## config.mk

```make
export PLATFORM = sky130hd
export DESIGN_NAME = edge_frame_writer
export DESIGN_NICKNAME = d
export VERILOG_FILES = /design/src/rtl/edge_frame_writer_pkg.sv /design/src/rtl/edge_frame_writer_word_fifo.sv /design/src/rtl/edge_frame_writer.sv
export SDC_FILE = /design/constraint.sdc
export NUM_CORES = 1
export LEC_CHECK = 0
export CAP_MARGIN = 15
export CORE_MARGIN = 5
export CORE_UTILIZATION = 30
export CTS_BUF_LIST = sky130_fd_sc_hd__clkbuf_8
export CTS_CLUSTER_DIAMETER = 200
export CTS_CLUSTER_SIZE = 30
export DETAILED_ROUTE_END_ITERATION = 8
export GPL_ROUTABILITY_DRIVEN = 0
export GPL_TIMING_DRIVEN = 1
export PLACE_DENSITY = 0.56
export SYNTH_ARGS = -nofsm -noshare
export SYNTH_HDL_FRONTEND = slang
export SYNTH_SLANG_ARGS = --single-unit
```

## constraint.sdc

```tcl
create_clock -name clk -period 4.82 [get_ports clk]
set_input_delay 1.446 -clock clk [delete_from_list [all_inputs] [get_ports clk]]
set_output_delay 1.446 -clock clk [all_outputs]
set_load 0.03 [all_outputs]
```

## src/rtl/edge_frame_writer_pkg.sv

```systemverilog
// Shared constants and types for the edge-filter frame writer.
package edge_pkg;

  localparam int unsigned PIX_W        = 4;
  localparam int unsigned WORD_W       = 16;
  localparam int unsigned PIX_PER_WORD = 4;
  // Entry address field is sized for the widest SRAM address in use;
  // constant upper bits are trimmed by synthesis.
  localparam int unsigned ENTRY_ADDR_W = 32;

  typedef enum logic [1:0] {
    IDLE,
    RUN,
    FLUSH
  } frame_state_t;

  typedef struct packed {
    logic [ENTRY_ADDR_W-1:0] addr;
    logic [WORD_W-1:0]       data;
  } wr_entry_t;

endpackage

```

## src/rtl/edge_frame_writer_word_fifo.sv

```systemverilog
// Synchronous first-word-fall-through FIFO; head entry is visible on dout.
module word_fifo #(
  parameter int unsigned DEPTH = 4,
  parameter int unsigned WIDTH = 48
) (
  input  logic                     clk,
  input  logic                     rst_n,
  input  logic                     clear,
  input  logic                     push,
  input  logic [WIDTH-1:0]         din,
  input  logic                     pop,
  output logic [WIDTH-1:0]         dout,
  output logic                     full,
  output logic                     empty,
  output logic [$clog2(DEPTH):0]   count
);

  localparam int unsigned AW = $clog2(DEPTH);

  logic [WIDTH-1:0] mem [DEPTH];
  logic [AW-1:0]    wr_ptr;
  logic [AW-1:0]    rd_ptr;
  logic [AW:0]      cnt;
  logic             do_pop;
  logic             do_push;

  // A full FIFO still accepts a push when the head leaves in the same cycle.
  always_comb begin
    do_pop  = pop && (cnt != '0);
    do_push = push && ((cnt != (AW+1)'(DEPTH)) || do_pop);
  end

  // Storage array; no reset needed, occupancy gates visibility.
  always_ff @(posedge clk) begin
    if (do_push) mem[wr_ptr] <= din;
  end

  // Pointer and occupancy bookkeeping.
  always_ff @(posedge clk) begin
    if (!rst_n || clear) begin
      wr_ptr <= '0;
      rd_ptr <= '0;
      cnt    <= '0;
    end else begin
      if (do_push) wr_ptr <= wr_ptr + 1'b1;
      if (do_pop)  rd_ptr <= rd_ptr + 1'b1;
      case ({do_push, do_pop})
        2'b10:   cnt <= cnt + 1'b1;
        2'b01:   cnt <= cnt - 1'b1;
        default: cnt <= cnt;
      endcase
    end
  end

  assign dout  = mem[rd_ptr];
  assign full  = (cnt == (AW+1)'(DEPTH));
  assign empty = (cnt == '0);
  assign count = cnt;

endmodule

```

## src/rtl/edge_frame_writer.sv

```systemverilog
// Packs the filtered pixel stream into 16-bit words, zeroes the window-fill
// border and writes words to SRAM through a small FWFT word FIFO.
module edge_frame_writer
  import edge_pkg::*;
#(
  parameter int unsigned IMG_W      = 640,
  parameter int unsigned IMG_H      = 480,
  parameter int unsigned BORDER     = 4,
  parameter int unsigned ADDR_W     = 18,
  parameter int unsigned BASE_ADDR  = 0,
  parameter int unsigned FIFO_DEPTH = 4
) (
  input  logic              clk,
  input  logic              rst_n,
  input  logic              frame_start,
  input  logic [PIX_W-1:0]  pixel_in,
  input  logic              in_valid,
  output logic              wr_req,
  output logic [ADDR_W-1:0] wr_addr,
  output logic [WORD_W-1:0] wr_data,
  input  logic              wr_ack,
  output logic              frame_done,
  output logic              overflow,
  output logic              busy
);

  localparam int unsigned XW = $clog2(IMG_W);
  localparam int unsigned YW = $clog2(IMG_H + 1);
  localparam int unsigned CW = $clog2(FIFO_DEPTH) + 1;

  frame_state_t      state;
  logic [XW-1:0]     x;
  logic [YW-1:0]     y;
  logic [11:0]       pack;
  logic [ADDR_W-1:0] word_idx;

  logic [XW-1:0]     x_cur;
  logic [YW-1:0]     y_cur;
  logic [ADDR_W-1:0] idx_cur;
  logic [1:0]        k;
  logic [PIX_W-1:0]  nib;
  logic              accept;
  logic              word_end;
  logic              last_px;
  logic              line_end;
  logic              pop;
  logic              drop;
  logic              flush_done;
  wr_entry_t         push_entry;
  wr_entry_t         head;
  logic              fifo_full;
  logic              fifo_empty;
  logic [CW-1:0]     fifo_count;

  // frame_start restarts position at (0,0) in the same cycle, so a
  // coincident pixel is packed as the first pixel of the new frame.
  always_comb begin
    accept     = in_valid && (frame_start || (state == RUN));
    x_cur      = frame_start ? '0 : x;
    y_cur      = frame_start ? '0 : y;
    idx_cur    = frame_start ? '0 : word_idx;
    k          = x_cur[1:0];
    nib        = ((32'(x_cur) < BORDER) || (32'(y_cur) < BORDER)) ? '0 : pixel_in;
    line_end   = (32'(x_cur) == IMG_W - 1);
    last_px    = accept && line_end && (32'(y_cur) == IMG_H - 1);
    word_end   = accept && (k == 2'd3);
    pop        = wr_req && wr_ack;
    drop       = word_end && fifo_full && !pop;
    flush_done = (state == FLUSH) && pop && (fifo_count == CW'(1));
    push_entry.addr = 32'(ADDR_W'(BASE_ADDR) + idx_cur);
    push_entry.data = {nib, pack};
  end

  word_fifo #(
    .DEPTH (FIFO_DEPTH),
    .WIDTH ($bits(wr_entry_t))
  ) u_fifo (
    .clk   (clk),
    .rst_n (rst_n),
    .clear (frame_start),
    .push  (word_end),
    .din   (push_entry),
    .pop   (pop),
    .dout  (head),
    .full  (fifo_full),
    .empty (fifo_empty),
    .count (fifo_count)
  );

  // Frame FSM with raster counters, pack register and sticky status.
  always_ff @(posedge clk) begin
    if (!rst_n) begin
      state      <= IDLE;
      x          <= '0;
      y          <= '0;
      pack       <= '0;
      word_idx   <= '0;
      overflow   <= 1'b0;
      frame_done <= 1'b0;
    end else begin
      frame_done <= 1'b0;
      if (frame_start) begin
        state    <= RUN;
        x        <= '0;
        y        <= '0;
        pack     <= '0;
        word_idx <= '0;
        overflow <= 1'b0;
      end else if (flush_done) begin
        state      <= IDLE;
        frame_done <= 1'b1;
      end
      if (accept) begin
        if (k != 2'd3) pack[k*4 +: 4] <= nib;
        if (word_end) word_idx <= idx_cur + 1'b1;
        if (drop) overflow <= 1'b1;
        if (line_end) begin
          x <= '0;
          y <= last_px ? '0 : y_cur + 1'b1;
        end else begin
          x <= x_cur + 1'b1;
        end
        if (last_px) state <= FLUSH;
      end
    end
  end

  assign wr_req  = !fifo_empty;
  assign wr_addr = fifo_empty ? ADDR_W'(BASE_ADDR) : ADDR_W'(head.addr);
  assign wr_data = fifo_empty ? '0 : head.data;
  assign busy    = (state != IDLE);

endmodule

```

==> metrics <==
Max FO, Critical Path=16; Final Hold Viols=0; EDFF count, synth=around 140; # port buffers=46; post-placement cell count=1007; Peak VDD IR=0.1461 mV; H-tree levels=4; final period utilization=0.9038; grt total ovfl=0; Max-Cap Viols=0; sequential share of the synthesized area=0.6348; post-route insts no fill=just over 1000; Register-to-Register Setup Slack=2130 ps; ANT cells=0; post-synthesis cell area=8388 sq um; vias per cell=between 4 and 5; Required @ worst endpoint=3370 ps; CTS Buf Count=17; crit end category=primary output; vias in the first global route=around 4800; Hold Path Stages=2; element type at the critical path start=flip-flop; DRC Markers=0; Yosys reg bits=between 150 and 200; Leak=around 3.3 nW; Setup CP Type=reg2out; CP Cell Sequence=buf_4 > mux4_2 > and2_1 > clkdlybuf4s50_1; # rows=61; Antenna Nets Post-Route=0; Total GRT Usage=0.1128; commonest non-fill, non-tap cell in the layout=edfxtp_1; Clock Latency Late Sink=460 ps; CTS root buf=clkbuf_8; first-pass GRT wire length=27230 microns; Yosys warnings=0; RSZ-0062 raised after global routing=false; Die W=around 180 microns; Critical Path AT=roughly 2900 ps; Die ar.=31400 sq um; Synth Area per Inst=about 14 sq um; initial antenna violation count=1; Nets=between 600 and 700; Slew @ Worst Pin=~930 ps; instance count of the mapped netlist=598; post-CTS setup buffer count=0; Unique masters post-synth=58; Sink Count=198; status=finished, final reports clean; Final Max Tran Viols=0; clk_skew=between 20 and 25 ps; via count=around 4900; Worst-path clk slew=approximately 90 ps; worst rel slew slack=0.3782; Primary FF master, synth=edfxtp_1; Hold-fix buffers, CTS=0; final wirelength=about 17000 microns; post-DP HPWL=~12000 microns; Die Height=around 180 microns; share of cells above drive strength 1=0.1407; leading cell types in the layout, fill and taps excluded=edfxtp_1 (136), dfxtp_1 (61), clkdlybuf4s50_1 (46), and2_1 (36), mux4_2 (34); fmax=~230 MHz; I/O pins=47; post_cts resized=0; syn nets=around 620; WL/cell=approximately 17 microns; minimum clock period=roughly 4400 ps; drt first pass iters=6; Async SR Flop Fraction=0; Layout area overhead=15.53%; Min-Delay Path Class=reg2reg; slowest cell on the critical path=dfxtp_2; CTS tree=built; initial core utilization=0.3028; pin count of the biggest net entering global routing=slightly above 40; final setup fails=0; worst reg2reg path depth=9; drt initial violations=between 300 and 400; core box area=about 28000 sq um; maximum root-to-sink buffer count=2; CP peak stage delay=between 700 and 800 ps; Setup TNS Final=0 ps; pwr/cell area=between 200 and 300 nW/um^2
## registers in the layout, summed over array words and instances (netlist names), named ones only
register,cells
frame_done,1
overflow,1
pack,12
state,2
u_fifo.count,3
u_fifo.mem,136
u_fifo.rd_ptr,2
u_fifo.wr_ptr,2
word_idx,18
x,10
y,9
## stage by stage
step | worst slack, ps | area (sq um) | total power [W] | util | hold WS (ps)
after floorplan | 618.3 | 8388 | 0.001861 | - | 457.1
after global placement | 500.0 | 9328 | 0.001883 | 0.3367 | 481.6
after detailed placement | 443.8 | 9328 | 0.001882 | 0.3367 | 493.3
after CTS | 357.7 | 9691 | 0.002864 | 0.3498 | 508.4
after global routing | 241.3 | 9691 | 0.002940 | 0.3498 | 530.4
final | 463.8 | 9691 | 0.002831 | 0.3498 | 503.2
## worst paths after layout
| path | to | start |
|---|---|---|
| max | wr_addr[12] | flip-flop |
| min | y[8] | y[8] |
| max reg2reg | u_fifo.count[2] | x[0] |
| min reg2reg | y[8] | y[8] |
## synth_stat cells (6+ instances only)
cell type	instances	area (sq um)
nand2_1	33	123.9
or3_1	9	56.30
a22o_1	8	70.07
nand3_1	14	70.07
edfxtp_1	136	4084
xor2_1	6	52.55
mux4_2	34	765.7
nor2b_1	19	118.9
buf_2	11	55.05
nor4_1	6	37.54
a21oi_1	16	80.08
and2_1	40	250.2
clkbuf_1	14	52.55
xnor2_1	14	122.6
dfxtp_1	62	1241
o21ai_0	11	55.05
and4b_1	6	60.06
ha_1	15	187.7
nor3_1	9	45.04
nand4_1	11	68.82
nor2_1	32	120.1
inv_1	22	82.58
and3_1	6	37.54
## layout make-up
class / instances / area [sq um]
clock buffer: 17 / 234.0
clock inverter: 15 / 128.9
fill: 2633 / 18010
inverter: 23 / 86.33
multi-input combinational: 349 / 2846
sequential: 198 / 5326
tap: 378 / 473.0
timing repair buffer: 59 / 595.6
## per-layer routing
metal  share of wire  up-vias  global-route usage  wire length, microns
met5         0.00076        -                   0                    13
met4          0.0087        2             0.02805                   149
met3           0.051       15             0.02713                   874
met2            0.47      104              0.1801                  8099
met1            0.47     2421              0.1559                  8010
li1                -     2345                   -                     -
## power breakdown
group / internal, W / total (W) / switching [W]
combinational: 0.0000169 / 0.0000491 / 0.0000322
clock: 0.000412 / 0.000988 / 0.000576
sequential: 0.00179 / 0.00179 / 0.00000200
## critical path: cells and delay by family (launching register included)
kind                   cells  cell delay [ps]
multiplexers               1              570
buffers and inverters      2              970
AND/OR/NAND/NOR            1              180
flip-flops                 1              720
## kinds of logic (layout without fill, tap and decap cells)
family | after synthesis | count (layout) | share of synthesized area
multiplexers | 39 | 39 | 0.09726
buffers and inverters | 51 | 114 | 0.02640
XOR/XNOR | 20 | 20 | 0.02088
adder cells (fa/ha/maj) | 15 | 15 | 0.02237
flip-flops | 198 | 198 | 0.6348
AND/OR/NAND/NOR | 215 | 215 | 0.1498
AO/OA/AOI/OAI | 60 | 60 | 0.04848
(Power assumes the default switching activity.)
